==> src/rtl/coin_credit_fsm.sv <==
// Coin credit controller: synchronises coin switches, accumulates credit,
// vends at a fixed price and pays change or refunds on cancel.
module coin_credit_fsm #(
    parameter int                          N_COIN      = 4,
    parameter int                          COIN_W      = 8,
    parameter logic [N_COIN*COIN_W-1:0]    COIN_VALUES = 32'h64_32_0A_05,
    parameter int                          CREDIT_W    = 10,
    parameter int                          PRICE       = 120,
    parameter int                          MAX_CREDIT  = 500,
    parameter int                          SYNC_STAGES = 2
) (
    input  logic                CLOCK_50,
    input  logic                reset,
    input  logic [N_COIN-1:0]   coin_in,
    input  logic                vend_req,
    input  logic                cancel,
    output logic [CREDIT_W-1:0] credit,
    output logic                vend,
    output logic                change_valid,
    output logic [CREDIT_W-1:0] change_amt,
    output logic                coin_reject,
    output logic [1:0]          fsm_state
);

    localparam logic [1:0] IDLE   = 2'd0;
    localparam logic [1:0] ACCUM  = 2'd1;
    localparam logic [1:0] VEND   = 2'd2;
    localparam logic [1:0] CHANGE = 2'd3;

    localparam int                  WARM_W    = $clog2(SYNC_STAGES + 2);
    localparam logic [WARM_W-1:0]   WARM_DONE = WARM_W'(SYNC_STAGES + 1);
    localparam logic [WARM_W-1:0]   WARM_ONE  = WARM_W'(1);
    localparam logic [CREDIT_W:0]   MAX_EXT   = (CREDIT_W + 1)'(MAX_CREDIT);
    localparam logic [CREDIT_W-1:0] PRICE_C   = CREDIT_W'(PRICE);
    localparam logic [N_COIN-1:0]   BIT0      = N_COIN'(1);

    logic [SYNC_STAGES-1:0][N_COIN-1:0] sync_q;
    logic [N_COIN-1:0]                  prev_q;
    logic [WARM_W-1:0]                  warm_q;

    logic [1:0]          state_q, state_d;
    logic [CREDIT_W-1:0] credit_q, credit_d;
    logic                vend_q, vend_d;
    logic                changeValid_q, changeValid_d;
    logic [CREDIT_W-1:0] changeAmt_q, changeAmt_d;
    logic                coinReject_q, coinReject_d;

    logic [N_COIN-1:0]   edges;
    logic [N_COIN-1:0]   selMask;
    logic [COIN_W-1:0]   selValue;
    logic [CREDIT_W:0]   sum;
    logic                coinWindow;
    logic                accept;

    // Edges stay masked until the synchroniser has refilled after reset, so a
    // switch already high at reset release never counts as a deposit.
    always_ff @(posedge CLOCK_50 or posedge reset) begin
        if (reset) begin
            sync_q <= '0;
            prev_q <= '0;
            warm_q <= '0;
        end else begin
            sync_q <= {sync_q[SYNC_STAGES-2:0], coin_in};
            prev_q <= sync_q[SYNC_STAGES-1];
            if (warm_q != WARM_DONE) begin
                warm_q <= warm_q + WARM_ONE;
            end
        end
    end

    assign edges = (warm_q == WARM_DONE) ? (sync_q[SYNC_STAGES-1] & ~prev_q) : '0;

    always_comb begin
        selMask  = '0;
        selValue = '0;
        for (int i = N_COIN - 1; i >= 0; i--) begin
            if (edges[i]) begin
                selMask  = BIT0 << i;
                selValue = COIN_VALUES[i*COIN_W +: COIN_W];
            end
        end
    end

    assign sum          = {1'b0, credit_q} + (CREDIT_W + 1)'(selValue);
    assign coinWindow   = ((state_q == IDLE) || (state_q == ACCUM)) && !vend_req && !cancel;
    assign accept       = coinWindow && (|edges) && (sum <= MAX_EXT);
    assign coinReject_d = accept ? |(edges & ~selMask) : |edges;

    always_comb begin
        state_d       = state_q;
        credit_d      = credit_q;
        vend_d        = 1'b0;
        changeValid_d = 1'b0;
        changeAmt_d   = '0;
        case (state_q)
            IDLE: begin
                if (accept) begin
                    credit_d = sum[CREDIT_W-1:0];
                    state_d  = ACCUM;
                end
            end
            ACCUM: begin
                if (cancel) begin
                    state_d       = CHANGE;
                    changeValid_d = 1'b1;
                    changeAmt_d   = credit_q;
                end else if (vend_req && (credit_q >= PRICE_C)) begin
                    state_d = VEND;
                    vend_d  = 1'b1;
                end else if (accept) begin
                    credit_d = sum[CREDIT_W-1:0];
                end
            end
            VEND: begin
                credit_d = credit_q - PRICE_C;
                if (credit_q != PRICE_C) begin
                    state_d       = CHANGE;
                    changeValid_d = 1'b1;
                    changeAmt_d   = credit_q - PRICE_C;
                end else begin
                    state_d = IDLE;
                end
            end
            CHANGE: begin
                credit_d = '0;
                state_d  = IDLE;
            end
            default: state_d = IDLE;
        endcase
    end

    always_ff @(posedge CLOCK_50 or posedge reset) begin
        if (reset) begin
            state_q       <= IDLE;
            credit_q      <= '0;
            vend_q        <= 1'b0;
            changeValid_q <= 1'b0;
            changeAmt_q   <= '0;
            coinReject_q  <= 1'b0;
        end else begin
            state_q       <= state_d;
            credit_q      <= credit_d;
            vend_q        <= vend_d;
            changeValid_q <= changeValid_d;
            changeAmt_q   <= changeAmt_d;
            coinReject_q  <= coinReject_d;
        end
    end

    assign credit       = credit_q;
    assign vend         = vend_q;
    assign change_valid = changeValid_q;
    assign change_amt   = changeAmt_q;
    assign coin_reject  = coinReject_q;
    assign fsm_state    = state_q;

endmodule

==> config.mk <==
export PLATFORM = sky130hd
export DESIGN_NAME = coin_credit_fsm
export DESIGN_NICKNAME = d
export VERILOG_FILES = /design/src/rtl/coin_credit_fsm.sv
export SDC_FILE = /design/constraint.sdc
export NUM_CORES = 1
export LEC_CHECK = 0
export ABC_AREA = 0
export BUFFER_PORTS_ARGS = -buffer_cell sky130_fd_sc_hd__buf_2
export CAP_MARGIN = 20
export CORE_MARGIN = 2
export CORE_UTILIZATION = 45
export CTS_CLUSTER_SIZE = 30
export DETAILED_ROUTE_END_ITERATION = 10
export PLACE_DENSITY_LB_ADDON = 0.12
export SLEW_MARGIN = 10
export SYNTH_ARGS = -nofsm -noshare
export SYNTH_HDL_FRONTEND = slang
export SYNTH_SLANG_ARGS = --single-unit
==> constraint.sdc <==
create_clock -name CLOCK_50 -period 3.9 [get_ports CLOCK_50]
set_clock_uncertainty 0.1 [all_clocks]
set_input_delay 0.78 -clock CLOCK_50 [delete_from_list [all_inputs] [get_ports CLOCK_50]]
set_output_delay 0.78 -clock CLOCK_50 [all_outputs]
set_load 0.02 [all_outputs]
-- Word-level counts from Yosys, hierarchy flattened
Cells that the tools add are included.
- flip-flop bits (word level): 39
- input port bits: 8
- output and inout bits: 25
- word-level logic and storage cells: 70
- add/sub/neg operators: 3
- $lt $le $gt $ge: 2
- equal/unequal tests: 10
- multiplexer cells: 28
- bitwise gates (word level): 4
- reduce and logical (&&, ||, !) cells: 13
- operators with widths (cell ; number):
    10-bit two-way mux ; 5
    10-bit one-hot mux with 4 select lines ; 1
    8-bit two-way mux ; 3
    4-bit two-way mux ; 5
    10-bit one-hot mux with 2 select lines ; 1
    10-bit by 8-bit adder with 11-bit output ; 1
    11-bit by 9-bit <= comparator with 1-bit output (second input constant) ; 1
    10-bit by 7-bit >= comparator with 1-bit output (second input constant) ; 1
    10-bit by 7-bit != test with 1-bit output (second input constant) ; 1
    10-bit by 7-bit subtractor with 10-bit output (second input constant) ; 1
    4-bit bitwise AND ; 2
    2-bit two-way mux ; 4
    2-bit != test (second input constant) ; 4
    4-bit NOT ; 2
    2-bit one-hot mux with 4 select lines ; 1
    4-bit OR reduction ; 2
    7-bit two-way mux ; 1
    2-bit == test (second input constant) ; 3
    1-bit two-way mux ; 6
    1-bit logical AND ; 5
    2-bit AND reduction ; 2
    3-bit by 2-bit != test with 1-bit output (second input constant) ; 1
    2-bit by 1-bit adder with 2-bit output (second input constant) ; 1
    2-bit by 1-bit == test with 1-bit output (second input constant) ; 1
    4 further kinds ; 5

-- Logic depth before layout (Yosys ltp)
- word-level depth: 14
- mapped depth: 15
- gate-level depth less buffers: 13

-- Least setup slack after synthesis
No wires, ideal clock.
- kind: register to register
- start: register warm_q[0]
- end: register credit_q[1] (netlist: credit[1])
- setup time: 0.128 ns
- arrival: 3.242 ns
- data required time: 3.672 ns
- slack: 0.431 ns
- stages on the path, launching flop included: 15
- path buffers: 1
- clock period less this slack: 3.469 ns
- cell sequence: dfrtp_1 -> ha_1 -> buf_6 -> nand2_1 -> nand2_1 -> or2_2 -> inv_1 -> ha_1 -> a211oi_2 -> o21ai_1 -> or2_4 -> mux2_4 -> o311ai_4 -> o22a_4 -> mux2_1
- cells in the longest elaborated chain, start to end: 13
- elaborated cells on any way between the ends: 15
- classes of those cells: add/sub: 1; order compare: 1; eq/ne: 1; mux: 9; reduce/logical: 3
- ends and longest elaborated chain (what ; line ; RTL):
    start, declared ; 39 ; logic [WARM_W-1:0] warm_q;
    start signal, assigned ; 66 ; warm_q <= warm_q + WARM_ONE;
    2-bit == test (*) ; 71 ; assign edges = (warm_q == WARM_DONE) ? (sync_q[SYNC_STAGES-1] & ~prev_q) : '0;
    4-bit two-way mux (*) ; 71 ;
    7-bit two-way mux ; 77 ; if (edges[i]) begin
    8-bit two-way mux (3 in a row) ; 77 ;
    10-bit by 8-bit adder with 11-bit output ; 84 ; assign sum = {1'b0, credit_q} + (CREDIT_W + 1)'(selValue);
    11-bit by 9-bit <= comparator with 1-bit output ; 86 ; assign accept = coinWindow && (|edges) && (sum <= MAX_EXT);
    1-bit logical AND ; 86 ;
    10-bit two-way mux (*) ; 97, 110 ;
    10-bit two-way mux ; 107 ; end else if (vend_req && (credit_q >= PRICE_C)) begin
    10-bit two-way mux ; 103 ; if (cancel) begin
    10-bit one-hot mux with 4 select lines (*) ; 95 ; case (state_q)
    end signal, assigned ; 142 ; credit_q <= credit_d;
    end, declared ; 42 ; logic [CREDIT_W-1:0] credit_q, credit_d;
Every way passes the cells marked *; elsewhere a longest branch is shown, timed or not. The select of a mux whose other input is x is not followed.
A chain may end at the register's enable or synchronous reset.

-- Final worst setup path
Same ends and word-level chain as after synthesis.

==> results.md <==
* Setup WS pre-CTS at 0.3320 ns
* Area leader, netlist: dfrtp_1
* Fin Hold WS at 0.2508 ns
* Setup ws final at 0.3114 ns
* Placer Congestion at 0.8217
* ANT nets after route at 0
* CP Class: reg -> reg
* CP Capture Type: register
* Fin. max-slew vios at 0
* Hold Violations, Final at 0
* Status: finished clean
* Worst min-delay path category: reg -> reg
* Sequential area share after synthesis at 40.99%
* Synth top area share at 40.99%
* Cts bufs inserted at 5
* Startpoint types: register
* Unique cell type count in the Yosys netlist at 64
* Top FF cell, synth: dfrtp_1
* Largest net degree at the start of global routing at 40
* First-pass GRT wire length at 9039 µm
* Crit path max fanout at 9
* 1st-pass router iterations at 4
* DP Area at 0.002587 mm²
* Post-layout min period at 3.589 ns
* Initial antenna violation count at 0
* # DRC at 0
* Post-Synthesis Cells at 242
* H-tree level count at 2
* Synthesized flop and latch total at 39
* Die X at 76.74 µm
* Worst-Margin Slew at 0.6530 ns
* R2r setup slk at 0.31 ns
* Clock power frac at 13.9%
* Grt ovf at 0
* Clk sink count at 39
* P_leak at 1.311 nW
* EDFF count, synth at 0
* Max Root-Sink Buffers at 2
* Multi-input gate area at 0.001300 mm²
* Layout fillers at 480
* Sequential share of power at 33.1%
* Syn. warnings at 0
* Data arrival, critical path at 3.67 ns
* Largest family of logic cells by synthesized area: simple AND/OR/NAND/NOR gates
* Relative slew margins at 56.47%
* Internal power at 1.050 mW
* Synth-to-Final Area Change at 12.24%
* CTS tree: done
* Asr flop ratio synth at 100.0%
* Worst vdd rail ir drop at 0.5031 mV
* FF+latch area at 975.9 µm²
* Nets at 296
* Gates resized, CTS repair at 0
* Design area at 0.002673 mm²
* IO Count at 33
* Core area at 0.005107 mm²
* Drt total wl at 5242 µm
* Synth top area cells: dfrtp_1, ha_1, nand2_1
* Avg WL per Cell at 15.24 µm
* IO Port Bufs at 32
* Post-synthesis simple-gate area fraction at 19.71%
* Met1 Use GR at 27.88%
* Unrepaired setup endpoints after global routing: no
* Psw at 911.5 µW
* Routed vias/inst at 5.453
* Vias in the first global route at 1,861
* Sw Ratio at 46.47%
* Vias at 1,876
* F_max at 278.7 MHz
* Chip Height at 76.74 µm
* Finished Layout Cells at 344
* Final setup viols at 0
* Combinational share of power at 53.0%
* Mux contribution to synthesized area at 3.731%
* Post-CTS Setup Inserts at 0
* Share of layout cells above drive strength 1 at 22.99%
* Met3 usage at 3.647%
* Final Cycle Share at 92.02%
* Most frequent cells in the layout: dfrtp_1, buf_2, nand2_1
* Hold-fix buffers, CTS at 0
* Mapped Avg Cell Area at 9.839 µm²
* Synthesized Nets at 265
* Xor and xnor fraction of the mapped netlist area at 2.943%
* Clk slew on worst S/H paths at 0.07 ns
* Tot GR Track Use at 19.57%
* Cell Pwr Density at 733.9 mW/mm²
* Cell Area, Synth at 0.002381 mm²
* CP Data Required Time at 3.98 ns
* GRT Max-Usage Layer: met2
* # placed instances at 336
* 1st-iter DRT viols at 117
* Post-synthesis adder-cell area fraction at 8.618%
* Post-DP HPWL at 3916 µm
* # rows at 26
* Antenna cells at 0
* Skew-Pair Late Insertion Delay at 0.30 ns
* Max-Cap Viols at 0
* Fin Setup TNS at 0 ns
* DIE AREA at 0.005889 mm²
* Commonest non-fill, non-tap cell in the layout: dfrtp_1
* Met2 Track Usage GR at 30.09%
* Compound-cell area share of the yosys netlist at 19.60%
* Root buffer cell: clkbuf_8
* Initial Utilization at 46.62%
## Yosys cell counts, types with 2 or more instances
master     count
inv_1         11
o211ai_1       5
and3_1         6
xor2_1         4
buf_6          3
dfrtp_1       39
clkbuf_1       7
nor3b_1        2
a21oi_1        7
nand3_1       10
mux2i_1        4
o2111ai_1      2
mux2_1         2
nand2_1       21
a21o_1         3
xnor2_1        4
and2_1         3
nor2_1        18
nor2b_1       10
o21ai_0       12
or2_2          5
ha_1          14
o21ai_1        2
nor3_1         5
a22oi_1        3
a32oi_1        2
## power by group through the flow
stage / clock, mW / sequential [mW] / combinational (mW)
after global routing: 0.305 / 0.669 / 1.16
after floorplan: 0 / 0.698 / 0.732
after global placement: 0 / 0.656 / 1.04
after CTS: 0.285 / 0.648 / 1.04
final: 0.273 / 0.650 / 1.04
after detailed placement: 0 / 0.657 / 1.04
## cell families (layout without fill, tap and decap cells)
group | Yosys count | count (layout)
and+or+nand+nor | 90 | 90
AOI/OAI and AO/OA | 59 | 59
DFF | 39 | 39
buffers and inverters | 22 | 54
adders and majority gates | 16 | 16
xor gates and xnor gates | 8 | 8
muxes | 8 | 8
## flip-flops by register name, indices dropped and copies added (netlist names)
| register | cells |
|---|---|
| warm_q | 2 |
| fsm_state | 2 |
| sync_q | 8 |
| coin_reject | 1 |
| prev_q | 4 |
| credit | 10 |
| change_valid | 1 |
| vend | 1 |
| change_amt | 10 |
## through the flow
stage / power, mW / util, %
finish: 1.961 / 52.33
global route: 2.133 / 52.33
CTS: 1.974 / 52.33
detailed placement: 1.692 / 50.66
global placement: 1.694 / 50.66
floorplan: 1.431 / -
## metal layers
| metal | vias up | routed length [µm] |
|---|---|---|
| met5 | - | 0 |
| li1 | 930 | - |
| met3 | 7 | 161 |
| met1 | 903 | 2603 |
| met4 | 0 | 82 |
| met2 | 36 | 2393 |
## cell type report
class | instances | area share (%)
Multi-Input combinational cell | 181 | 48.64
Sequential cell | 39 | 36.52
Timing Repair Buffer | 35 | 6.835
Tap cell | 70 | 3.277
Clock buffer | 6 | 2.715
Inverter | 11 | 1.545
Clock inverter | 2 | 0.4682
## worst paths after layout
check,start,to,depth (start not counted)
hold / removal,sync_q[1],sync_q[5],0
min in group asynchronous,reset,vend,3
max in group asynchronous,reset,prev_q[3],3
setup reg to reg,warm_q[0],credit[1],13
hold reg to reg,sync_q[1],sync_q[5],0
setup / recovery,warm_q[0],credit[1],13
## critical path, stage by stage, from the launching register on
cell and delay, ns:
dfrtp_1 0.39, ha_1 0.23, nand2_1 0.11, nand2_1 0.08
or2_2 0.30, inv_1 0.07, ha_1 0.23, a211oi_2 0.26
o21ai_1 0.12, or2_4 0.25, mux2_4 0.31, o311ai_4 0.48
o22a_4 0.23, mux2_1 0.31
Power figures use the tool's default switching activity.
